[src/rtl/pc_unit.sv]
`default_nettype none
// ============================================================================
// Module   : pc_unit
// Purpose  : Fetch-stage program counter with reset vector, stall, relative
//            branch and optional call/return stack (macro PC_UNIT_RAS_EN).
// Revision : 1.0 - initial release
// ============================================================================
module pc_unit #(
    parameter int                ADDR_W      = 24,
    parameter int                OFF_W       = 12,
    parameter int                INC_STEP    = 1,
    parameter logic [ADDR_W-1:0] RESET_VEC   = '0,
    parameter int                STACK_DEPTH = 8
) (
    input  logic              clk,
    input  logic              reset,
    input  logic              stall,
    input  logic              write,
    input  logic              PC_INC,
    input  logic              branch,
    input  logic              call,
    input  logic              ret,
    input  logic [ADDR_W-1:0] ins_in,
    input  logic [OFF_W-1:0]  br_off,
    output logic [ADDR_W-1:0] ins_out,
    output logic              stk_full,
    output logic              stk_empty,
    output logic              stk_err
);

    localparam logic [ADDR_W-1:0] c_inc = ADDR_W'(INC_STEP);

    logic [ADDR_W-1:0]       r_pc;
    logic [ADDR_W-1:0]       w_pc_inc;
    logic [ADDR_W-1:0]       w_pc_br;
    logic [ADDR_W-1:0]       w_br_ext;
    logic signed [OFF_W-1:0] w_off_s;

    // Signed cast so the size cast sign-extends the offset.
    assign w_off_s  = br_off;
    assign w_br_ext = ADDR_W'(w_off_s);
    assign w_pc_inc = r_pc + c_inc;
    assign w_pc_br  = r_pc + w_br_ext;
    assign ins_out  = r_pc;

`ifdef PC_UNIT_RAS_EN
    localparam int                 c_ptr_w = $clog2(STACK_DEPTH);
    localparam int                 c_cnt_w = c_ptr_w + 1;
    localparam logic [c_cnt_w-1:0] c_depth = c_cnt_w'(STACK_DEPTH);
    localparam logic [c_cnt_w-1:0] c_one   = c_cnt_w'(1);

    logic [ADDR_W-1:0]  r_stack [STACK_DEPTH];
    logic [c_cnt_w-1:0] r_cnt;
    logic               r_err;
    logic [c_ptr_w-1:0] w_wr_ptr;
    logic [c_ptr_w-1:0] w_top_ptr;
    logic               w_full;
    logic               w_empty;
    logic               w_push;

    assign w_full    = (r_cnt == c_depth);
    assign w_empty   = (r_cnt == '0);
    // Depth is a power of two, so the pointer wraps cleanly at full.
    assign w_wr_ptr  = r_cnt[c_ptr_w-1:0];
    assign w_top_ptr = w_wr_ptr - c_ptr_w'(1);
    assign w_push    = !reset && !stall && !write && call && !w_full;

    always_ff @(posedge clk) begin
        if (w_push) begin
            r_stack[w_wr_ptr] <= w_pc_inc;
        end
    end

    always_ff @(posedge clk or posedge reset) begin
        if (reset) begin
            r_pc  <= RESET_VEC;
            r_cnt <= '0;
            r_err <= 1'b0;
        end else if (!stall) begin
            if (write) begin
                r_pc <= ins_in;
            end else if (call) begin
                r_pc <= ins_in;
                if (w_full) begin
                    r_err <= 1'b1;
                end else begin
                    r_cnt <= r_cnt + c_one;
                end
            end else if (ret) begin
                if (w_empty) begin
                    r_err <= 1'b1;
                end else begin
                    r_pc  <= r_stack[w_top_ptr];
                    r_cnt <= r_cnt - c_one;
                end
            end else if (branch) begin
                r_pc <= w_pc_br;
            end else if (PC_INC) begin
                r_pc <= w_pc_inc;
            end
        end
    end

    assign stk_full  = w_full;
    assign stk_empty = w_empty;
    assign stk_err   = r_err;
`else
    logic w_unused_ras;

    // Without the stack, call degenerates to a load and ret is transparent.
    assign w_unused_ras = ret | (STACK_DEPTH > 0);

    always_ff @(posedge clk or posedge reset) begin
        if (reset) begin
            r_pc <= RESET_VEC;
        end else if (!stall) begin
            if (write || call) begin
                r_pc <= ins_in;
            end else if (branch) begin
                r_pc <= w_pc_br;
            end else if (PC_INC) begin
                r_pc <= w_pc_inc;
            end
        end
    end

    assign stk_full  = 1'b0;
    assign stk_empty = 1'b1;
    assign stk_err   = 1'b0;
`endif

endmodule
`default_nettype wire

[config.mk]
export PLATFORM = sky130hd
export DESIGN_NAME = pc_unit
export DESIGN_NICKNAME = d
export VERILOG_FILES = /design/src/rtl/pc_unit.sv
export SDC_FILE = /design/constraint.sdc
export NUM_CORES = 1
export LEC_CHECK = 0
export ABC_AREA = 1
export CAP_MARGIN = 40
export CORE_ASPECT_RATIO = 1.4
export CORE_MARGIN = 1.5
export CORE_UTILIZATION = 40
export CTS_CLUSTER_SIZE = 30
export DETAILED_ROUTE_END_ITERATION = 10
export PLACE_DENSITY = 0.67
export SKIP_CTS_REPAIR_TIMING = 1
export SYNTH_ARGS = -nofsm -noshare
export SYNTH_HDL_FRONTEND = slang
export SYNTH_SLANG_ARGS = --single-unit
export TNS_END_PERCENT = 50
[constraint.sdc]
create_clock -name clk -period 5.5 [get_ports clk]
set_input_delay 1.1 -clock clk [delete_from_list [all_inputs] [get_ports clk]]
set_output_delay 1.1 -clock clk [all_outputs]
set_load 0.01 [all_outputs]
==> results of run 1 <==
## power by group through the flow
stage | sequential (uW) | clock, uW | combinational [uW]
2_1_floorplan | 238 | 0 | 240
3_3_place_gp | 231 | 0 | 384
3_5_place_dp | 231 | 0 | 389
4_1_cts | 228 | 121 | 391
5_1_grt | 232 | 122 | 438
6_report | 228 | 110 | 389
## through the flow
step | area (sq um) | power [uW] | setup slack (ps)
4_1_cts | 3460 | 739.7 | 1893
2_1_floorplan | 2714 | 477.3 | 2320
3_3_place_gp | 3403 | 615.6 | 1618
3_5_place_dp | 3418 | 620.3 | 1602
5_1_grt | 3460 | 792.3 | 1733
6_report | 3460 | 726.5 | 1902
## cell usage in the layout, fill, tap and decap left out, drive strengths merged, types with 3 or more instances in the layout
master / n
conb: 3
ha: 11
o21ai: 19
nand3: 43
a41oi: 5
nor2: 57
xnor2: 3
buf: 5
o211ai: 5
a31oi: 3
nor3: 3
clkbuf: 3
clkdlybuf4s50: 66
inv: 72
xor2: 7
nand2: 171
dfrtp: 24
a21oi: 23
## routing by layer
metal | up-vias | track usage | routed length (um)
met5 | - | 0 | 0
met1 | 1395 | 0.2338 | 3105
met3 | 17 | 0.02410 | 302
li1 | 1599 | - | -
met4 | 0 | 0.08999 | 201
met2 | 94 | 0.4354 | 4236
## synthesized netlist by cell type, types with 2 or more instances
library cell and instances:
o211ai_1 5, xor2_1 7, inv_1 69, conb_1 2, ha_1 11, buf_4 7
o21ai_1 5, a21oi_1 23, o21bai_1 2, xnor2_1 3, o21a_1 2, nand2_1 166
nand4_1 2, nand3_1 43, a31oi_1 3, inv_2 3, clkbuf_1 4, buf_2 4
nand2_2 5, dfrtp_1 24, nor2_1 52, nor3_1 3, a41oi_1 5, o21ai_0 14
nor2_2 5
## cells by family (layout without fill, tap and decap cells)
group,Yosys count,count (layout),synth area share
AOI/OAI and AO/OA,61,61,0.1307
xor gates and xnor gates,10,10,0.03232
adders and majority gates,12,12,0.05817
buffers and inverters,89,146,0.1376
DFF,24,24,0.2216
other,2,3,0.002771
and+or+nand+nor,277,277,0.4169
## layout make-up
type | count | area (sq um) | area share
tap | 74 | 92.59 | 0.02676
inverter | 72 | 270.3 | 0.07812
sequential | 24 | 600.6 | 0.1736
timing repair buffer | 71 | 705.7 | 0.2040
clock buffer | 3 | 41.29 | 0.01193
multi-input combinational | 363 | 1749 | 0.5056
## worst reg2reg max path, delay by kind of cell, from the launching register on
family / cells / cell delay [ps]
simple gates: 11 / 1080
fa+ha+maj: 2 / 580
flops: 1 / 380
buf+inv: 2 / 210
## path summary, 6_finish.rpt
path                                           endpoint  slack [ps]
worst max register to register  ins_out[20]$_DFFE_PP0P_        3130
worst max-delay path            ins_out[20]$_DFFE_PP0P_        1900
worst min-delay path             ins_out[9]$_DFFE_PP0P_         530
max in group asynchronous       ins_out[14]$_DFFE_PP0P_        3840
worst min register to register   ins_out[9]$_DFFE_PP0P_         530
min in group asynchronous        ins_out[2]$_DFFE_PP0P_        1170
==> results.yml, run 1 <==
timing:
  period_share: 0.6542
  setup_tns_ps: 0
  max_freq_mhz: 277.9
  final.min_clock_period_ps: 3598
  clock_skew_ps: 3.812
  worst_pin_slew_ps: 826.9
  finalMaxSlewViolations: 0
  slew_headroom: 0.4482
  whs_ps: 531.9
  hold_viol: 0
  final-setup-viol-count: 0
  rsz0062_at_grt: "no"
outcome:
  status: "finished clean"
power:
  powerDensity_nw_per_um2: 210.0
  power_frac_seq: 0.313
  p_leak_uw: 0.001867
  ir_drop_mv: 0.1209
  p_int_uw: 417.1
  pwr-share-clk: 0.152
  p_comb_frac: 0.535
  p_sw_frac: 0.4259
  switchingPower_uw: 309.5
critical_path:
  path_common_cell: "nand2_1"
  crit_cells: 18
  end_kind: "flop"
  arrival_ps: 3770
  cpLargestDelayFamily: "simple AND/OR/NAND/NOR gates"
  timing.rr.start: "ins_out[0]$_DFFE_PP0P_"
  critical_path_class: "in2reg"
  max_stage_delay_ps: 570
  cp-startpoint: "branch"
  r2r_cells: 15
  cp_slowest_cell: "clkdlybuf4s50_1"
  start_kind: "input pin"
  crit_chain: "clkdlybuf4s50_1, inv_2, or2_2, ha_1, inv_1, fa_1, inv_1, nand3_1, nand3_1, nand2_1, nand2_1, nand2_1, nand2_1, nand3_1, nand3_1, nand3_1, nand2_1, nand2_1"
  path_buf_inv: 4
  cp.required_ps: 5670
  critPathMaxFanout: 5
synth:
  ys_ff_latch: 24
  ys_async_sr_fraction: 1.000
  syn_inst: 475
  yosysTopAreaCell: "nand2_1"
  syn_avg_cell_area_sq_um: 5.705
  ys_top_cells_by_area: "nand2_1, dfrtp_1, inv_1, nand3_1, nor2_1"
  yosys_warnings: 0
  yosysUniqueCellTypes: 31
  ys_seq_area_frac: 0.2216
  synth-main-ff-cell: "dfrtp_1"
  synth_edf_count: 0
  synth_top_cell_area_share: 0.2299
  syn_area_sq_um: 2710
routing:
  route.detailed.drc: 0
  drt_iter0_drc: 128
  wl_mm: 7.846
  ant_nets: 0
  vias: 3105
  first_pass_iters: 4
  routedWlPerCell_um: 12.93
  routed_via_density: 5.115
clocking:
  htreeDepth: 1
  clock_latency_ps: 270
  cts-buffers-inserted: 3
  clk_path_buf_depth: 2
  clk_transition_reported_paths_ps: 90
  ctsRootBufferMaster: "clkbuf_8"
  cts_sinks: 24
  cts_tree: "yes"
worst_hold_path:
  hold_depth: 2
  hp-start: "ins_out[9]$_DFFE_PP0P_"
  hold_class: "reg2reg"
placed_design:
  dpl.cell_count: 604
  port_buffers: 66
  dp_hpwl_mm: 6.242
  gp_congestion: 0.8882
die:
  rows: 35
  dieArea_sq_um: 7285
  initial_core_util: 0.4126
  core-area_sq_um: 6569
  num_io_pins: 71
  dieWidth_um: 72.57
  die_y_um: 100.4
grt:
  grt_pass1_vias: 3021
  grt_pass1_wl_mm: 12.90
  antenna_found_initial: 0
  track_usage: 0.2227
  grt-ovfl-total: 0
  grt_max_degree: 28
layout:
  fin_cells: 607
  diodes: 0
  fin_util: 0.5267
  nFillCells: 733
  drive_above_1_share: 0.04503
  area_growth_pct: 27.65
  largest_reg_flops: 24
  final_nets: 591
run:
  cap_violations: 0
(Power assumes the default switching activity.)
==> inputs of run 2 (changes only) <==
==> constraint.sdc (replaced) <==
create_clock -name clk -period 3.55 [get_ports clk]
set_input_delay 0.71 -clock clk [delete_from_list [all_inputs] [get_ports clk]]
set_output_delay 0.71 -clock clk [all_outputs]
set_load 0.01 [all_outputs]
==> run 2 against run 1 <==
Clock power up 87%. First-iteration DRC count shrank 3.1%. Worst hold slack improved by 4.1 ps. Register-to-register slack worse by 1900 ps. Die area is the same. Clock-buffer cell count increased by 1. Sequential power increased by 55%. Sequential share of layout area down 0.18 points. Non-clock buffer count increased by 3. Total power increased by 60%. Highest routed layer unchanged.
==> results.yml, run 2 (synthesis gave the netlist of run 1 again) <==
routing:
  route.detailed.drc: 0
  ant_nets: 0
  routed_via_density: 5.065
  wl_mm: 7.961
  routedWlPerCell_um: 13.03
  first_pass_iters: 5
  drt_iter0_drc: 124
  vias: 3095
power:
  power_uw: 1165
  powerDensity_nw_per_um2: 333.2
  ir_drop_mv: 0.1582
  p_leak_uw: 0.001889
clocking:
  clk_transition_reported_paths_ps: 100
  cts-buffers-inserted: 3
  ctsRootBufferMaster: "clkbuf_8"
  clk_path_buf_depth: 2
  htreeDepth: 1
  clock_latency_ps: 280
  cts_sinks: 24
  cts_tree: "yes"
grt:
  antenna_found_initial: 0
  grt_pass1_wl_mm: 13.41
  track_usage: 0.2311
  grt_pass1_vias: 3058
  grt-ovfl-total: 0
  grt_max_degree: 28
placed_design:
  port_buffers: 66
  placed_area_sq_um: 3441
  dpl.cell_count: 607
  dp_hpwl_mm: 6.352
  gp_congestion: 0.9224
die:
  initial_core_util: 0.4126
  dieArea_sq_um: 7285
  num_io_pins: 71
  core-area_sq_um: 6569
  dieWidth_um: 72.57
  rows: 35
  die_y_um: 100.4
layout:
  final_nets: 594
  largest_reg_flops: 24
  nFillCells: 689
  layout_common_cells: "nand2_1, inv_1, clkdlybuf4s50_1, nor2_1, nand3_1"
  diodes: 0
  drive_above_1_share: 0.05214
  final_common_cell: "nand2_1"
  finalInstanceArea_sq_um: 3496
  area_growth_pct: 28.99
  fin_cells: 611
timing:
  whs_ps: 536.0
  slew_headroom: 0.6113
  max_freq_mhz: 321.2
  rsz0062_at_grt: "no"
  clock_skew_ps: 5.134
  setup_tns_ps: 0
  hold_viol: 0
  period_share: 0.8770
  final-setup-viol-count: 0
  final.min_clock_period_ps: 3113
  worst_pin_slew_ps: 582.4
  finalMaxSlewViolations: 0
critical_path:
  cp.required_ps: 3730
  cpLargestDelayFamily: "simple AND/OR/NAND/NOR gates"
  critical_path_class: "in2reg"
  path_buf_inv: 4
  crit_chain: "clkdlybuf4s50_1, inv_2, or2_2, ha_1, inv_1, fa_1, inv_1, nand3_1, nand3_1, nand2_1, nand2_1, nand2_1, nand2_1, nand3_1, nand3_1, nand3_1, nand2_1, nand2_1"
  arrival_ps: 3290
  end_kind: "flop"
  path_common_cell: "nand2_1"
  max_stage_delay_ps: 540
  critPathMaxFanout: 4
  start_kind: "input pin"
  cp_slowest_cell: "clkdlybuf4s50_1"
worst_hold_path:
  hold_class: "reg2reg"
run:
  cap_violations: 0
outcome:
  status: "finished clean"
-- run 2: changes by cell type in the layout (fill, tap and decap cells not counted) --
| cell | change |
|---|---|
| clkbuf_8 | +1 |
| buf_4 | +3 |
-- run 2: where the power goes --
| part | internal (uW) | switching (uW) |
|---|---|---|
| logic | 260 | 345 |
| clock network | 99.6 | 107 |
| registers | 312 | 41.3 |
-- run 2: layer usage --
| layer | GRT usage | up-vias | wire, um |
|---|---|---|---|
| li1 | - | 1606 | - |
| met1 | 0.2629 | 1405 | 3260 |
| met2 | 0.4453 | 69 | 4323 |
| met3 | 0.01707 | 15 | 217 |
| met4 | 0.07112 | 0 | 160 |
| met5 | 0 | - | 0 |
-- run 2: path summary, 6_finish.rpt --
| check | cells past startpoint | to | startpoint | slack (ps) |
|---|---|---|---|---|
| setup / recovery | 18 | ins_out[20]$_DFFE_PP0P_ | branch | 440 |
| hold / removal | 2 | ins_out[2]$_DFFE_PP0P_ | ins_out[2]$_DFFE_PP0P_ | 540 |
| setup reg to reg | 15 | ins_out[20]$_DFFE_PP0P_ | ins_out[0]$_DFFE_PP0P_ | 1240 |
| hold reg to reg | 2 | ins_out[2]$_DFFE_PP0P_ | ins_out[2]$_DFFE_PP0P_ | 540 |
| max in group asynchronous | 3 | ins_out[17]$_DFFE_PP0P_ | reset | 2270 |
| min in group asynchronous | 2 | ins_out[4]$_DFFE_PP0P_ | reset | 790 |
-- run 2: metrics by stage --
| step | setup slack (ps) | util |
|---|---|---|
| floorplan | 760.5 | - |
| global placement | 148.7 | 0.5215 |
| detailed placement | 126.0 | 0.5238 |
| CTS | 423.1 | 0.5322 |
| global route | 218.4 | 0.5322 |
| finish | 436.7 | 0.5322 |
-- run 2: area by class of cell --
type | instances | area, sq um | share of cell area
clock buffer | 4 | 55.05 | 0.01575
inverter | 72 | 270.3 | 0.07731
multi-input combinational | 363 | 1749 | 0.5004
sequential | 24 | 600.6 | 0.1718
tap | 74 | 92.59 | 0.02649
timing repair buffer | 74 | 728.2 | 0.2083
-- run 2: tightest hold or removal path, delay by kind of cell, from the launching register on --
family,cells,cell delay [ps]
simple gates,2,120
flops,1,380
==> inputs of run 3 (changes only) <==
--- a/config.mk
+++ b/config.mk
@@ -10,7 +10,6 @@
 export CORE_ASPECT_RATIO = 1.4
 export CORE_MARGIN = 1.5
 export CORE_UTILIZATION = 40
-export CTS_CLUSTER_SIZE = 30
 export DETAILED_ROUTE_END_ITERATION = 10
 export PLACE_DENSITY = 0.67
 export SKIP_CTS_REPAIR_TIMING = 1
==> results of run 3 <==
No change in the layout: final DEF, timing and power equal those of run 2.
==> RTL edit, RTL diff (config.mk and constraints of run 3) <==
Add a define of `PC_UNIT_RAS_EN`.
--- a/src/rtl/pc_unit.sv
+++ b/src/rtl/pc_unit.sv
@@ -6,4 +6,6 @@
 // Revision : 1.0 - initial release
 // ============================================================================
+`define PC_UNIT_RAS_EN
+
 module pc_unit #(
     parameter int                ADDR_W      = 24,
Behaviour: not the same (Yosys sat finds a counterexample within 4 cycles, from zero or initial values and one cycle with reset high).
==> RTL edit against run 3 <==
  * Sequential share of layout area increased by 30 points
  * Largest power group unchanged
  * Critical path type is now flip-flop to output pin
  * Setup slack improved by 0.20 ns
  * Sequential cell count rose by 197
  * Power grew to 7.9 times the old value
  * Synthesized area rose to 4.4 times the old value
  * Cell count increased to 2.9 times the old value
  * Design area grew to 4.0 times the old value
  * Routed wire length rose to 4.1 times the old value
==> RTL edit: results (changes against run 3) <==
{
  "fin_skew": {"value": 0.0130, "unit": "ns", "change": "was 0.00513 ns"},
  "gr_util_met3": {"value": 0.0163, "change": "was 0.0171"},
  "number_of_flip_flops_under_the_largest_register_name": {"value": 192, "change": "was 24"},
  "crit_fanout": {"value": 6, "change": "was 4"},
  "detailroute.wirelength.met2": {"value": 16.5, "unit": "mm", "change": "was 4.32 mm"},
  "async_reset_ff_frac": {"value": 0.131, "change": "was 1.00"},
  "detail_route.wirelength.met1": {"value": 12.9, "unit": "mm", "change": "was 3.26 mm"},
  "share_of_the_synthesized_area_in_compound_gates_ao_oa_aoi_oai": {"value": 0.107, "change": "was 0.131"},
  "worst_flop_to_flop_path_endpoint": {"value": "ins_out[16]", "change": "was ins_out[20]"},
  "vdd_drop_max": {"value": 0.000486, "unit": "V", "change": "was 0.000158 V"},
  "synth_xor_area_frac": {"value": 0.0159, "change": "was 0.0323"},
  "total_via_count_after_detailed_routing": {"value": 9614, "change": "was 3,095"},
  "first_iter_violations": {"value": 781, "change": "was 124"},
  "port-buffer-count": {"value": 70, "change": "was 66"},
  "wl_per_cell": {"value": 18.0, "unit": "um", "change": "was 13.0 um"},
  "clk-insertion-delay-late": {"value": 0.49, "unit": "ns", "change": "was 0.28 ns"},
  "status": {"value": "finished, final reports clean", "change": "unchanged"},
  "switching_power": {"value": 3.65, "unit": "mW", "change": "was 0.493 mW"},
  "whs_path_depth": {"value": 1, "change": "was 2"},
  "pwr.group.clock": {"value": 2.16, "unit": "mW", "change": "was 0.206 mW"},
  "cts-root-buf": {"value": "sky130_fd_sc_hd__clkbuf_16", "change": "was sky130_fd_sc_hd__clkbuf_8"},
  "slew-limit-headroom": {"value": 0.393, "change": "was 0.611"},
  "synth-edff-count": {"value": 192, "change": "was 0"},
  "hpwl": {"value": 21.7, "unit": "mm", "change": "was 6.35 mm"},
  "n_fill_cell": {"value": 2829, "change": "was 689"},
  "numCtsBuffers": {"value": 20, "change": "was 3"},
  "crit_family": {"value": "buffers and inverters", "change": "was simple AND/OR/NAND/NOR gates"},
  "whs": {"value": 0.468, "unit": "ns", "change": "was 0.536 ns"},
  "wire_length_of_the_first_global_routing_pass": {"value": 50.8, "unit": "mm", "change": "was 13.4 mm"},
  "regToRegSetupSlack": {"value": 0.77, "unit": "ns", "change": "was 1.24 ns"},
  "final_layout_size_suffix_gt1_frac": {"value": 0.0619, "change": "was 0.0521"},
  "placed_cell_area": {"value": 13200, "unit": "um2", "change": "was 3440 um2"},
  "detail_route.vias_per_cell": {"value": 5.34, "change": "was 5.07"},
  "leakagePower": {"value": 5.59, "unit": "nW", "change": "was 1.89 nW"},
  "grt_use_total": {"value": 0.211, "change": "was 0.231"},
  "path_clk_slew": {"value": 0.07, "unit": "ns", "change": "was 0.10 ns"},
  "min_delay_worst_endpoint": {"value": "stk_err", "change": "was ins_out[2]"},
  "hp-start": {"value": "stk_err", "change": "was ins_out[2]"},
  "num-nets-final": {"value": 1481, "change": "was 594"},
  "yosys.area_share.adder": {"value": 0.0327, "change": "was 0.0582"}
}
-- RTL edit: cell count changes after synthesis, sizes merged, moves of 8 or more --
cell	change
o21ai	+100
buf	+13
nand3	+35
clkbuf	+24
inv	+76
ha	+17
o22ai	+18
nand4	+8
o221ai	+25
edfxtp	+192
nor2	+151
nand2	+169
o211ai	+21
-- RTL edit: final cells by class --
cell class	count	area, um2	share of cell area
Clock buffer	26	544	0.0394
Clock inverter	10	106	0.00769
Inverter	150	564	0.0408
Multi-Input combinational cell	920	4630	0.335
Sequential cell	221	6490	0.470
Tap cell	380	475	0.0344
Timing Repair Buffer	94	1010	0.0733
-- RTL edit: worst reg2reg max path, delay by kind of cell (launching register included) --
kind	cells	cell delay [ns]
adder cells (fa/ha/maj)	2	0.71
buffers and inverters	2	0.27
flip-flops	1	0.56
AND/OR/NAND/NOR	11	1.16
-- RTL edit: stage by stage --
step	total power [mW]	util
finish	9.21	0.473
global route	9.79	0.473
CTS	9.24	0.473
detailed placement	7.08	0.450
global placement	6.96	0.449
floorplan	5.86	-
